$ cat config.mk
export PLATFORM = sky130hd
export DESIGN_NAME = arbiter_rr_n
export DESIGN_NICKNAME = d
export VERILOG_FILES = /design/src/rtl/arbiter_rr_n.sv
export SDC_FILE = /design/constraint.sdc
export NUM_CORES = 1
export LEC_CHECK = 0
export ABC_AREA = 0
export BUFFER_PORTS_ARGS = -buffer_cell sky130_fd_sc_hd__buf_2
export CORE_AREA = 2 2 141 143
export CTS_CLUSTER_DIAMETER = 150
export CTS_CLUSTER_SIZE = 12
export DETAILED_ROUTE_END_ITERATION = 16
export DIE_AREA = 0 0 143 145
export PLACE_DENSITY = 0.72
export SYNTH_ARGS = -nofsm -noshare
export SYNTH_HDL_FRONTEND = slang
export SYNTH_SLANG_ARGS = --single-unit
$ cat constraint.sdc
create_clock -name clk -period 2.8 [get_ports clk]
set_input_delay 0.56 -clock clk [delete_from_list [all_inputs] [get_ports clk]]
set_output_delay 0.56 -clock clk [all_outputs]
set_load 0.005 [all_outputs]
$ cat src/rtl/arbiter_rr_n.sv
// Round-robin arbiter giving PORTS requesters shared access to a single memory port, one operation at a time.
// Optional macro ARBITER_READ_PRIORITY_EN: pending reads are granted ahead of all writes.
module arbiter_rr_n #(
  parameter int WIDTH    = 32,
  parameter int SIZE     = 16,
  parameter int IDX_SIZE = 4,
  parameter int PORTS    = 4
) (
  input  logic                      clk,
  input  logic                      reset,
  input  logic [PORTS*IDX_SIZE-1:0] addr,
  input  logic [PORTS-1:0]          read_en,
  input  logic [PORTS-1:0]          write_en,
  input  logic [PORTS*WIDTH-1:0]    in,
  input  logic                      mem_read_done,
  input  logic                      mem_write_done,
  input  logic [WIDTH-1:0]          mem_out,
  output logic [PORTS*WIDTH-1:0]    out,
  output logic [PORTS-1:0]          read_done,
  output logic [PORTS-1:0]          write_done,
  output logic [IDX_SIZE-1:0]       mem_addr,
  output logic [WIDTH-1:0]          mem_in,
  output logic                      mem_read_en,
  output logic                      mem_write_en
);

  localparam int PW = (PORTS > 1) ? $clog2(PORTS) : 1;

  if (PORTS < 2 || PORTS > 16 || SIZE > (1 << IDX_SIZE)) begin : g_bad_cfg
    $error("arbiter_rr_n: PORTS must be 2..16 and SIZE must fit in IDX_SIZE address bits");
  end

  typedef enum logic [1:0] {IDLE, READ, WRITE, RESP} state_t;

  state_t        state, state_next;
  logic [PW-1:0] ptr;
  logic [PW-1:0] gnt;
  logic [PW-1:0] pick;
  logic          pick_vld;
  logic          pick_rd;

  // First set bit of v scanning upward from p with wrap; MSB of result flags "found".
  function automatic logic [PW:0] rr_pick(input logic [PORTS-1:0] v, input logic [PW-1:0] p);
    logic          found;
    logic [PW-1:0] g;
    int            k;
    found = 1'b0;
    g     = '0;
    for (int i = 0; i < PORTS; i++) begin
      k = (int'(p) + i) % PORTS;
      if (!found && v[k]) begin
        found = 1'b1;
        g     = PW'(k);
      end
    end
    return {found, g};
  endfunction

  function automatic logic [PW-1:0] inc_ptr(input logic [PW-1:0] g);
    return (int'(g) == PORTS - 1) ? '0 : g + 1'b1;
  endfunction

  always_comb begin
    state_next = state;
    pick_vld   = 1'b0;
    pick       = '0;
    pick_rd    = 1'b0;
    case (state)
      IDLE: begin
`ifdef ARBITER_READ_PRIORITY_EN
        if (|read_en) begin
          {pick_vld, pick} = rr_pick(read_en, ptr);
          pick_rd          = 1'b1;
        end else begin
          {pick_vld, pick} = rr_pick(write_en, ptr);
          pick_rd          = 1'b0;
        end
`else
        {pick_vld, pick} = rr_pick(read_en | write_en, ptr);
        // A port asking for both is served as a read first.
        pick_rd          = read_en[pick];
`endif
        if (pick_vld) state_next = pick_rd ? READ : WRITE;
      end
      READ:    if (mem_read_done)  state_next = RESP;
      WRITE:   if (mem_write_done) state_next = RESP;
      RESP:    state_next = IDLE;
      default: state_next = IDLE;
    endcase
  end

  always_ff @(posedge clk) begin
    if (reset) state <= IDLE;
    else       state <= state_next;
  end

  always_ff @(posedge clk) begin
    if (reset) begin
      ptr          <= '0;
      gnt          <= '0;
      out          <= '0;
      read_done    <= '0;
      write_done   <= '0;
      mem_addr     <= '0;
      mem_in       <= '0;
      mem_read_en  <= 1'b0;
      mem_write_en <= 1'b0;
    end else begin
      case (state)
        IDLE: begin
          if (pick_vld) begin
            gnt              <= pick;
            mem_addr         <= addr[pick*IDX_SIZE +: IDX_SIZE];
            if (!pick_rd) mem_in <= in[pick*WIDTH +: WIDTH];
            mem_read_en      <= pick_rd;
            mem_write_en     <= !pick_rd;
            read_done[pick]  <= 1'b0;
            write_done[pick] <= 1'b0;
          end
        end
        READ: begin
          if (mem_read_done) begin
            out[gnt*WIDTH +: WIDTH] <= mem_out;
            read_done[gnt]          <= 1'b1;
            mem_read_en             <= 1'b0;
            mem_addr                <= '0;
            ptr                     <= inc_ptr(gnt);
          end
        end
        WRITE: begin
          if (mem_write_done) begin
            write_done[gnt] <= 1'b1;
            mem_write_en    <= 1'b0;
            mem_addr        <= '0;
            ptr             <= inc_ptr(gnt);
          end
        end
        default: ;
      endcase
    end
  end

endmodule
==> results_tabular.tex, run 1 <==
\begin{tabular}{lr}
\hline
Metric & Value \\
\hline
\multicolumn{2}{l}{\textbf{STA}} \\
Setup repair after global routing missed its margin & no \\
Fin. Hold Viols & 0 \\
Post-route clock skew & 13.7 ps \\
Period utilisation layout & 84.5\% \\
Transition at the pin with the smallest max-transition slack & 689 ps \\
Slew margin rel. & 54.1\% \\
Total negative slack & 0 ps \\
Time the final worst path needs with I/O delays and setup & 2370 ps \\
Count of pins over their slew limit & 0 \\
Peak clock frequency supported by timing & 0.423 GHz \\
Count of final setup violators & 0 \\
\multicolumn{2}{l}{\textbf{Pwr}} \\
Switching Fraction & 36.3\% \\
VDD IR-drop max & 470 uV \\
Power Total & 9.18 mW \\
Areal power density over the cells & 863 nW/um2 \\
Comb pwr share & 38.1\% \\
Static leakage & 4.87 nW \\
Psw & 3.34 mW \\
Int Pwr & 5.85 mW \\
Proportion of power drawn by the clock network & 27.1\% \\
Sequential cell fraction of total power & 34.8\% \\
\multicolumn{2}{l}{\textbf{Finish}} \\
Post-layout nets & 1,379 \\
Final core utilization & 55.4\% \\
Signed area change from the synthesized netlist to the final layout & 34.7\% \\
Fraction of layout instances using a drive strength above 1 & 38.9\% \\
Total inserted antenna cells & 0 \\
\multicolumn{2}{l}{\textbf{Floorplanning}} \\
Overall die area & 20,700 um2 \\
Die height & 145 um \\
Count of standard-cell rows & 51 \\
Ports & 362 \\
DIE WIDTH & 143 um \\
CORE AREA & 19,200 um2 \\
Effective utilization at floorplan & 41.2\% \\
\multicolumn{2}{l}{\textbf{GRT}} \\
Total GRT Usage & 25.1\% \\
Vias in the first global route & 7,555 \\
Largest net degree at the start of global routing & 154 \\
Wire length of the first global-routing pass & 41.4 mm \\
Total congestion overflow & 0 \\
Number of antenna violations at the first check in global routing & 0 \\
\multicolumn{2}{l}{\textbf{Detailed routing}} \\
\# DRC & 0 \\
Iteration-0 DRC Markers & 596 \\
Vias & 8,151 \\
Detailed-route wire length per cell & 18.8 um \\
Average vias per placed instance & 5.59 \\
Antenna Nets Post-Route & 0 \\
Routed wire length & 27.4 mm \\
Detailed Routing Iterations Pass 1 & 8 \\
\multicolumn{2}{l}{\textbf{Yosys}} \\
Dominant combinational cell family by area after synthesis & compound AO/OA/AOI/OAI gates \\
Synth Net Count & 1,044 \\
Synthesized-area fraction occupied by ao, oa, aoi and oai cells & 27.3\% \\
Cell types with the largest area share after synthesis & dfxtp\_1 46\%, a22oi\_1 12\%, nor2\_1 10\% \\
Most used flip-flop cell after synthesis & dfxtp\_1 \\
Fraction of the mapped netlist area in simple logic gates & 13.1\% \\
Post-synth EDFFs & 0 \\
Total standard cell area after synthesis & 7910 um2 \\
Number of instances in the synthesized netlist & 844 \\
Sequential area share after synthesis & 45.6\% \\
Share of synthesized flip-flops with an asynchronous set or reset & 0\% \\
Yosys top cell by area & dfxtp\_1 \\
Mux share of post-synthesis cell area & 6.88\% \\
Commonest cells in the synthesized netlist & 212 x nor2\_1, 180 x dfxtp\_1, 131 x a22oi\_1 \\
Count of state elements after synthesis & 180 \\
Fraction of post-synthesis cell area in the top cell type by area & 45.6\% \\
Post-Synth Adder-Cell Area & 1.90\% \\
Most used standard cell by instance count after synthesis & nor2\_1 \\
Number of synthesis warnings & 0 \\
Area share of xor/xnor cells in the synthesized design & 0\% \\
Distinct cell type count of the synthesized netlist & 57 \\
Average size of a mapped cell & 9.37 um2 \\
\multicolumn{2}{l}{\textbf{Critical path}} \\
Critical path launch point type & register \\
Arrival time worst endpoint & 2730 ps \\
Kind of capture point of the worst setup path & register \\
Data required time at the worst endpoint & 3160 ps \\
Max Fanout on Critical Path & 32 \\
Crit Path Class & reg -> reg \\
\multicolumn{2}{l}{\textbf{Placement}} \\
Placer's final routability congestion estimate & 0.850 \\
Buffers added on ports & 361 \\
Post-detail-place hpwl & 19.8 mm \\
\multicolumn{2}{l}{\textbf{Clock network}} \\
Number of clock sinks & 180 \\
CTS Buffer Depth & 2 \\
Post-CTS Resized & 0 \\
Clock tree from TritonCTS & done \\
Number of buffers inserted to repair setup after CTS & 0 \\
Clock network latency to the later pin of the worst-skew pair & 430 ps \\
Number of buffers created by CTS & 17 \\
CTS clk-pin slew, worst paths & 80 ps \\
Total of hold buffers inserted after clock tree synthesis & 0 \\
Clock root buffer master & clkbuf\_16 \\
H-tree levels & 4 \\
\multicolumn{2}{l}{\textbf{Flow run}} \\
\# Max-Cap Violations & 0 \\
\multicolumn{2}{l}{\textbf{Min path}} \\
Class of the tightest hold or removal check & in -> reg \\
\multicolumn{2}{l}{\textbf{Run status}} \\
Result of the run & finished, final reports clean \\
\hline
\end{tabular}
## sequential cells by signal, summed over array words and instances (netlist names)
name and count:
mem_addr 4, mem_read_en 1, mem_in 32, gnt 2, mem_write_en 1, ptr 2, read_done 4, state 2
out 128, write_done 4
## layer usage
metal	global-route usage, %	up-vias	wire length [um]
li1	-	3828	-
met1	29.7	3863	10600
met2	41.7	395	13200
met3	7.89	65	2590
met4	10.2	0	1020
met5	0	-	0
## power by group through the flow
stage,sequential [mW],combinational (mW),clock [mW]
2_1_floorplan,3.24,2.23,0
3_3_place_gp,3.24,3.45,0
3_5_place_dp,3.25,3.49,0
4_1_cts,3.20,3.50,2.53
5_1_grt,3.25,3.78,2.64
6_report,3.20,3.50,2.49
## worst max-delay path, stage by stage (launching register included)
cell	delay, ps
dfxtp_1	540
inv_1	230
ha_1	470
inv_1	110
nor4_2	270
buf_4	400
a22oi_1	130
nor2_1	120
## cell families (layout without fill, tap and decap cells)
| logic type | count (synthesis) | in the layout |
|---|---|---|
| AOI/OAI and AO/OA | 272 | 272 |
| and+or+nand+nor | 254 | 254 |
| DFF | 180 | 180 |
| buffers and inverters | 84 | 432 |
| muxes | 42 | 42 |
| adders and majority gates | 12 | 12 |
## cells in the final DEF (no fill, tap or decap), drive strengths merged, types with 2 or more instances in the layout
| cell type | instances |
|---|---|
| nor4 | 5 |
| a31o | 2 |
| clkinv | 6 |
| o211ai | 2 |
| nand2 | 10 |
| o32ai | 2 |
| o2bb2ai | 5 |
| o21ai | 2 |
| mux2i | 5 |
| o211a | 2 |
| clkbuf | 18 |
| mux2 | 36 |
| nand3 | 8 |
| nor3 | 5 |
| nor2 | 214 |
| a222oi | 34 |
| ha | 12 |
| a21o | 2 |
| a21oi | 44 |
| dfxtp | 180 |
| inv | 13 |
| bufinv | 2 |
| a211oi | 4 |
| or2 | 4 |
| a22oi | 131 |
| a221o | 32 |
| nand2b | 2 |
| buf | 393 |
## final timing paths
kind / start / to / slack [ps] / depth (start not counted)
setup / recovery: gnt[0] / out[76] / 430 / 7
hold / removal: in[30] / mem_in[30] / 390 / 3
setup reg to reg: gnt[0] / out[76] / 430 / 7
hold reg to reg: mem_write_en / mem_write_en / 450 / 2
## through the flow
stage | worst slack (ps) | cells | hold slack, ps | area (um2)
global placement | 191 | 1425 | 435 | 10000
detailed placement | 130 | 1425 | 441 | 10000
global route | 228 | 1457 | 381 | 10600
CTS | 406 | 1457 | 373 | 10600
finish | 434 | 1457 | 394 | 10600
floorplan | 449 | 844 | 446 | 7910
## layout make-up
class / count / area (um2)
Clock inverter: 14 / 188
Fill cell: 1712 / 8560
Multi-Input combinational cell: 580 / 3930
Timing Repair Buffer: 393 / 2140
Sequential cell: 180 / 3600
Tap cell: 265 / 332
Inverter: 7 / 26.3
Clock buffer: 18 / 429
No activity file was read; power rests on OpenSTA's default activity.
==> run 2, diff against run 1 <==
Settings changed: CORE_AREA 2 2 141 143 to 2 2 139 141, DIE_AREA 0 0 143 145 to 0 0 141 143, PLACE_DENSITY 0.72 to 0.76.
Clock period 2.8 ns to 1.9 ns, I/O delays scaled along.
==> run 2 against run 1 <==
The run now ends with negative setup slack left; global-route usage rose by 2.1 points; critical path depth grew 2; worst setup slack lost 630 ps; critical endpoint is now mem_in[20].
==> results_tabular.tex, run 2 (synthesis results as in run 1) <==
\begin{tabular}{lr}
\hline
Metric & Value \\
\hline
\multicolumn{2}{l}{\textbf{Floorplanning}} \\
Die height & 143 um \\
Ports & 362 \\
Count of standard-cell rows & 50 \\
CORE AREA & 18,600 um2 \\
DIE WIDTH & 141 um \\
Overall die area & 20,200 um2 \\
Effective utilization at floorplan & 42.6\% \\
\multicolumn{2}{l}{\textbf{STA}} \\
Time the final worst path needs with I/O delays and setup & 2090 ps \\
Count of pins over their slew limit & 0 \\
Period utilisation layout & 110\% \\
Slew margin rel. & 70.6\% \\
Setup repair after global routing missed its margin & yes \\
Transition at the pin with the smallest max-transition slack & 437 ps \\
Total negative slack & -3660 ps \\
Post-route clock skew & 20.2 ps \\
Final worst slack & -192 ps \\
Count of final setup violators & 40 \\
Peak clock frequency supported by timing & 0.478 GHz \\
Fin. Hold Viols & 0 \\
\multicolumn{2}{l}{\textbf{Pwr}} \\
Areal power density over the cells & 1280 nW/um2 \\
Int Pwr & 9.42 mW \\
Switching Fraction & 36.9\% \\
VDD IR-drop max & 619 uV \\
Proportion of power drawn by the clock network & 24.7\% \\
Static leakage & 5.36 nW \\
Sequential cell fraction of total power & 31.7\% \\
Power Total & 14.9 mW \\
Comb pwr share & 43.7\% \\
Psw & 5.50 mW \\
\multicolumn{2}{l}{\textbf{GRT}} \\
Total GRT Usage & 27.1\% \\
Number of antenna violations at the first check in global routing & 1 \\
Total congestion overflow & 0 \\
Vias in the first global route & 8,211 \\
Largest net degree at the start of global routing & 70 \\
Wire length of the first global-routing pass & 43.4 mm \\
\multicolumn{2}{l}{\textbf{Finish}} \\
Largest register FFs & 128 \\
Area occupied by multi-input gates & 4180 um2 \\
Final core utilization & 62.6\% \\
Post-layout nets & 1,448 \\
Signed area change from the synthesized netlist to the final layout & 47.1\% \\
Layout Cell Area excl Fill & 11,600 um2 \\
Register area & 3610 um2 \\
Largest regs & out (128), mem\_in (32) \\
Total inserted antenna cells & 0 \\
Most common cell after layout, fill and taps aside & buf\_2 \\
Register with the highest flop count & out \\
Number of fill cells & 1,570 \\
Commonest cells after routing, fill and taps aside & 361 x buf\_2, 208 x nor2\_1, 177 x dfxtp\_1 \\
Fraction of layout instances using a drive strength above 1 & 45.3\% \\
\multicolumn{2}{l}{\textbf{Critical path}} \\
Start of the worst register-to-register path & ptr[0] \\
Arrival time worst endpoint & 2410 ps \\
Crit Path Class & reg -> reg \\
Kind of capture point of the worst setup path & register \\
Max Fanout on Critical Path & 5 \\
Worst reg-to-reg setup slack & -190 ps \\
Path depth of the worst reg2reg path & 9 \\
Critical path launch point type & register \\
Endpoint of the worst register-to-register path & mem\_in[20] \\
Data required time at the worst endpoint & 2210 ps \\
\multicolumn{2}{l}{\textbf{Clock network}} \\
H-tree levels & 4 \\
CTS Buffer Depth & 2 \\
Clock root buffer master & clkbuf\_16 \\
Clock tree from TritonCTS & done \\
Clock network latency to the later pin of the worst-skew pair & 440 ps \\
Number of clock sinks & 180 \\
Total of hold buffers inserted after clock tree synthesis & 0 \\
Number of buffers created by CTS & 17 \\
CTS clk-pin slew, worst paths & 80 ps \\
\multicolumn{2}{l}{\textbf{Min path}} \\
Worst Hold Endpoint & out[14] \\
Worst hold path depth & 3 \\
Class of the tightest hold or removal check & in -> reg \\
Origin of the worst min-delay path & mem\_out[14] \\
\multicolumn{2}{l}{\textbf{Detailed routing}} \\
Antenna Nets Post-Route & 0 \\
Average vias per placed instance & 5.79 \\
Detailed-route wire length per cell & 19.6 um \\
Iteration-0 DRC Markers & 630 \\
Vias & 8,660 \\
Detailed Routing Iterations Pass 1 & 6 \\
\# DRC & 0 \\
Routed wire length & 29.3 mm \\
\multicolumn{2}{l}{\textbf{Placement}} \\
Post-detail-place hpwl & 20.3 mm \\
Setup slack after placement & -425 ps \\
Instance area after placement & 10,600 um2 \\
Placer's final routability congestion estimate & 0.918 \\
Buffers added on ports & 361 \\
\multicolumn{2}{l}{\textbf{Run status}} \\
Violations in the final reports & negative setup slack \\
Result of the run & finished with violations \\
\multicolumn{2}{l}{\textbf{Flow run}} \\
\# Max-Cap Violations & 0 \\
\hline
\end{tabular}
run 2: changes by cell type in the layout (fill, tap and decap cells not counted), moves of 4 or more:
cell     before  now
buf_6         0   15
mux2_1       20   13
a21oi_1      39   33
a21oi_2       5    9
buf_12        7   17
mux2_4       10   17
nor2_1      212  208
buf_4        26   65
run 2: metal layers:
layer,part of all wire (%),global-route usage [%]
met4,4.0,13.3
met2,50,47.6
met1,37,30.2
met5,0,0
met3,8.9,7.88
run 2: how the worst max path moves through the flow:
stage          depth (start not counted)   startpoint          to  slack (ps)
2_1_floorplan                          8  write_en[3]  mem_in[10]        -120
3_3_place_gp                           9  write_en[2]  mem_in[30]        -380
3_5_place_dp                           9  write_en[2]  mem_in[30]        -420
4_1_cts                                8       ptr[0]   mem_in[6]         -90
5_1_grt                                9       ptr[0]  mem_in[20]        -260
6_report                               9       ptr[0]  mem_in[20]        -190
run 2: power groups by stage:
stage	registers (mW)	logic, mW	clock network (mW)
6_report	4.72	6.52	3.68
5_1_grt	4.78	6.94	3.87
4_1_cts	4.71	6.27	3.72
3_5_place_dp	4.77	5.73	0
3_3_place_gp	4.76	5.64	0
2_1_floorplan	4.78	3.39	0
run 2: area by class of cell:
type                            count  share of cell area (%)
Multi-Input combinational cell    580                    35.9
Inverter                            7                   0.226
Sequential cell                   180                    31.1
Clock inverter                     15                    1.78
Clock buffer                       17                    3.66
Tap cell                          234                    2.52
Timing Repair Buffer              462                    24.8
run 2: what timing repair did:
| action | CTS | global route |
|---|---|---|
| gates resized for setup | 34 | 24 |
| pin swaps | 16 | 25 |
| gates cloned | 2 | 1 |
| endpoints found under the setup margin | 42 | 87 |
| buffers inserted | 12 | 8 |
run 2: metrics by stage:
step	std cells	hold slack [ps]
final	1495	219
after global routing	1495	219
after CTS	1488	197
after detailed placement	1443	445
after global placement	1443	435
after floorplan	844	446
run 2: critical path: stages, from the launching register on:
cell	delay [ps]
dfxtp_4	400
o21ba_4	170
a311oi_2	240
buf_4	190
buf_4	120
nor3_4	50
buf_12	130
buf_2	170
a222oi_1	380
a21oi_1	120
==> run 3, diff against run 2 <==
Settings changed: PLACE_DENSITY 0.76 to 0.79.
==> run 3 against run 2 <==
The run still ends with negative setup slack left; worst setup slack improved by 83 ps; clock skew fell by 5.3 ps; combinational power barely moved; clock-buffer cell count did not move; via count rose by 0.50%; critical path depth fell by 2; clock power barely moved; die area did not move; register-to-register slack improved by 80 ps; global-route usage rose by 0.25 points; largest power group unchanged; highest routed layer unchanged.
==> results_tabular.tex, run 3 (synthesis results as in run 1) <==
\begin{tabular}{lr}
\hline
Metric & Value \\
\hline
\multicolumn{2}{l}{\textbf{Run status}} \\
Result of the run & finished with violations \\
Violations in the final reports & negative setup slack \\
\multicolumn{2}{l}{\textbf{STA}} \\
Count of pins over their slew limit & 0 \\
Count of final setup violators & 39 \\
Period utilisation layout & 106\% \\
Final worst hold slack & 195 ps \\
Peak clock frequency supported by timing & 0.498 GHz \\
Post-route clock skew & 14.9 ps \\
Fin. Hold Viols & 0 \\
Setup repair after global routing missed its margin & yes \\
Time the final worst path needs with I/O delays and setup & 2010 ps \\
Final worst slack & -109 ps \\
Slew margin rel. & 66.7\% \\
Transition at the pin with the smallest max-transition slack & 500 ps \\
\multicolumn{2}{l}{\textbf{Placement}} \\
Instance area after placement & 10,600 um2 \\
Buffers added on ports & 361 \\
Placed Instances & 1,445 \\
Placer's final routability congestion estimate & 0.849 \\
Post-detail-place hpwl & 20.5 mm \\
\multicolumn{2}{l}{\textbf{Finish}} \\
Most common cell after layout, fill and taps aside & buf\_2 \\
Filler-free cell count of the finished design & 1,492 \\
Post-layout nets & 1,445 \\
Total inserted antenna cells & 0 \\
Commonest cells after routing, fill and taps aside & 361 x buf\_2, 208 x nor2\_1, 177 x dfxtp\_1 \\
Layout Cell Area excl Fill & 11,600 um2 \\
Largest regs & out (128), mem\_in (32) \\
Largest register FFs & 128 \\
Signed area change from the synthesized netlist to the final layout & 47.3\% \\
Register with the highest flop count & out \\
Number of fill cells & 1,498 \\
Fraction of layout instances using a drive strength above 1 & 44.6\% \\
\multicolumn{2}{l}{\textbf{Floorplanning}} \\
Ports & 362 \\
CORE AREA & 18,600 um2 \\
Overall die area & 20,200 um2 \\
Effective utilization at floorplan & 42.6\% \\
Count of standard-cell rows & 50 \\
Die height & 143 um \\
DIE WIDTH & 141 um \\
\multicolumn{2}{l}{\textbf{Clock network}} \\
Total of hold buffers inserted after clock tree synthesis & 0 \\
CTS clk-pin slew, worst paths & 80 ps \\
Clock network latency to the later pin of the worst-skew pair & 430 ps \\
Number of clock sinks & 180 \\
CTS Buffer Depth & 2 \\
Clock root buffer master & clkbuf\_16 \\
H-tree levels & 4 \\
Number of buffers created by CTS & 17 \\
Clock tree from TritonCTS & done \\
\multicolumn{2}{l}{\textbf{Critical path}} \\
Endpoint of the worst register-to-register path & mem\_in[20] \\
Crit Path Class & reg -> reg \\
Worst setup path endpoint & mem\_in[20] \\
Start of the worst register-to-register path & ptr[0] \\
Data required time at the worst endpoint & 2200 ps \\
Max Fanout on Critical Path & 5 \\
Critical path launch point type & register \\
Worst setup startpoint & ptr[0] \\
Arrival time worst endpoint & 2310 ps \\
Path depth of the worst reg2reg path & 7 \\
Worst reg-to-reg setup slack & -110 ps \\
Kind of capture point of the worst setup path & register \\
\multicolumn{2}{l}{\textbf{Detailed routing}} \\
Antenna Nets Post-Route & 0 \\
Vias & 8,703 \\
Detailed Routing Iterations Pass 1 & 7 \\
Detailed-route wire length per cell & 19.8 um \\
Routed wire length & 29.5 mm \\
\# DRC & 0 \\
Iteration-0 DRC Markers & 724 \\
Average vias per placed instance & 5.83 \\
\multicolumn{2}{l}{\textbf{GRT}} \\
Total GRT Usage & 27.4\% \\
Total congestion overflow & 0 \\
Wire length of the first global-routing pass & 43.6 mm \\
Largest net degree at the start of global routing & 92 \\
Number of antenna violations at the first check in global routing & 0 \\
Vias in the first global route & 8,106 \\
\multicolumn{2}{l}{\textbf{Pwr}} \\
Power Total & 14.9 mW \\
Static leakage & 5.37 nW \\
Areal power density over the cells & 1280 nW/um2 \\
VDD IR-drop max & 647 uV \\
\multicolumn{2}{l}{\textbf{Min path}} \\
Class of the tightest hold or removal check & in -> reg \\
\multicolumn{2}{l}{\textbf{Flow run}} \\
\# Max-Cap Violations & 0 \\
\hline
\end{tabular}
[run 3: changes by cell type in the layout (fill, tap and decap cells not counted), moves of 3 or more]
| cell | previous run | this run |
|---|---|---|
| buf_12 | 17 | 23 |
| a21oi_1 | 33 | 37 |
| a21oi_2 | 9 | 5 |
| buf_6 | 15 | 11 |
| nor2_2 | 4 | 0 |
| nor2_4 | 2 | 6 |
| buf_4 | 65 | 62 |
[run 3: cell type report]
cell class | instances | area (um2) | share of cell area [%]
Sequential cell | 180 | 3610 | 31.0
Timing Repair Buffer | 459 | 2900 | 24.9
Tap cell | 234 | 293 | 2.51
Inverter | 7 | 26.3 | 0.226
Clock inverter | 15 | 201 | 1.73
Multi-Input combinational cell | 580 | 4190 | 35.9
Clock buffer | 17 | 425 | 3.65
[run 3: what timing repair did]
action                     in CTS  in global routing
gates cloned                    1                  1
setup buffers                   8                  5
pin swaps                      29                 22
hold endpoints to repair        0                  0
setup endpoints to repair      43                107
resized for setup              29                 20
[run 3: worst min path at each step]
stage	startpoint	end	cells after the start
finish	in[30]	mem_in[30]	3
global route	in[30]	mem_in[30]	3
CTS	in[30]	mem_in[30]	3
detailed placement	mem_read_en	mem_read_en	2
global placement	mem_write_en	mem_write_en	2
floorplan	mem_write_en	mem_write_en	2
[run 3: stage by stage]
step                utilization [%]  worst slack (ps)  TNS (ps)
floorplan                         -              -124     -4060
global placement               57.3              -410    -13360
detailed placement             57.3              -452    -14690
CTS                            61.8             -56.6      -801
global route                   62.7              -230     -4990
finish                         62.7              -109     -1560
[run 3: worst max-delay path: stages (launching register included)]
cell      delay, ps
dfxtp_4         420
nor2_4           70
o32a_4          370
buf_12          150
buf_6           120
mux2_4          290
a222oi_1        350
a21oi_1         110
[run 3: layer usage]
layer | track usage (%) | part of all wire (%) | wire (um)
met1 | 32.0 | 37 | 10900
met2 | 47.7 | 51 | 14900
met3 | 7.41 | 9.2 | 2720
met4 | 11.1 | 3.4 | 1010
met5 | 0 | 0 | 0
[run 3: power breakdown]
part / internal (mW) / switching [mW] / total [mW] / leakage, nW
combinational: 3.24 / 3.28 / 6.52 / 3.61
sequential: 4.32 / 0.431 / 4.75 / 1.46
clock: 1.82 / 1.84 / 3.65 / 0.294
total: 9.37 / 5.55 / 14.9 / 5.37
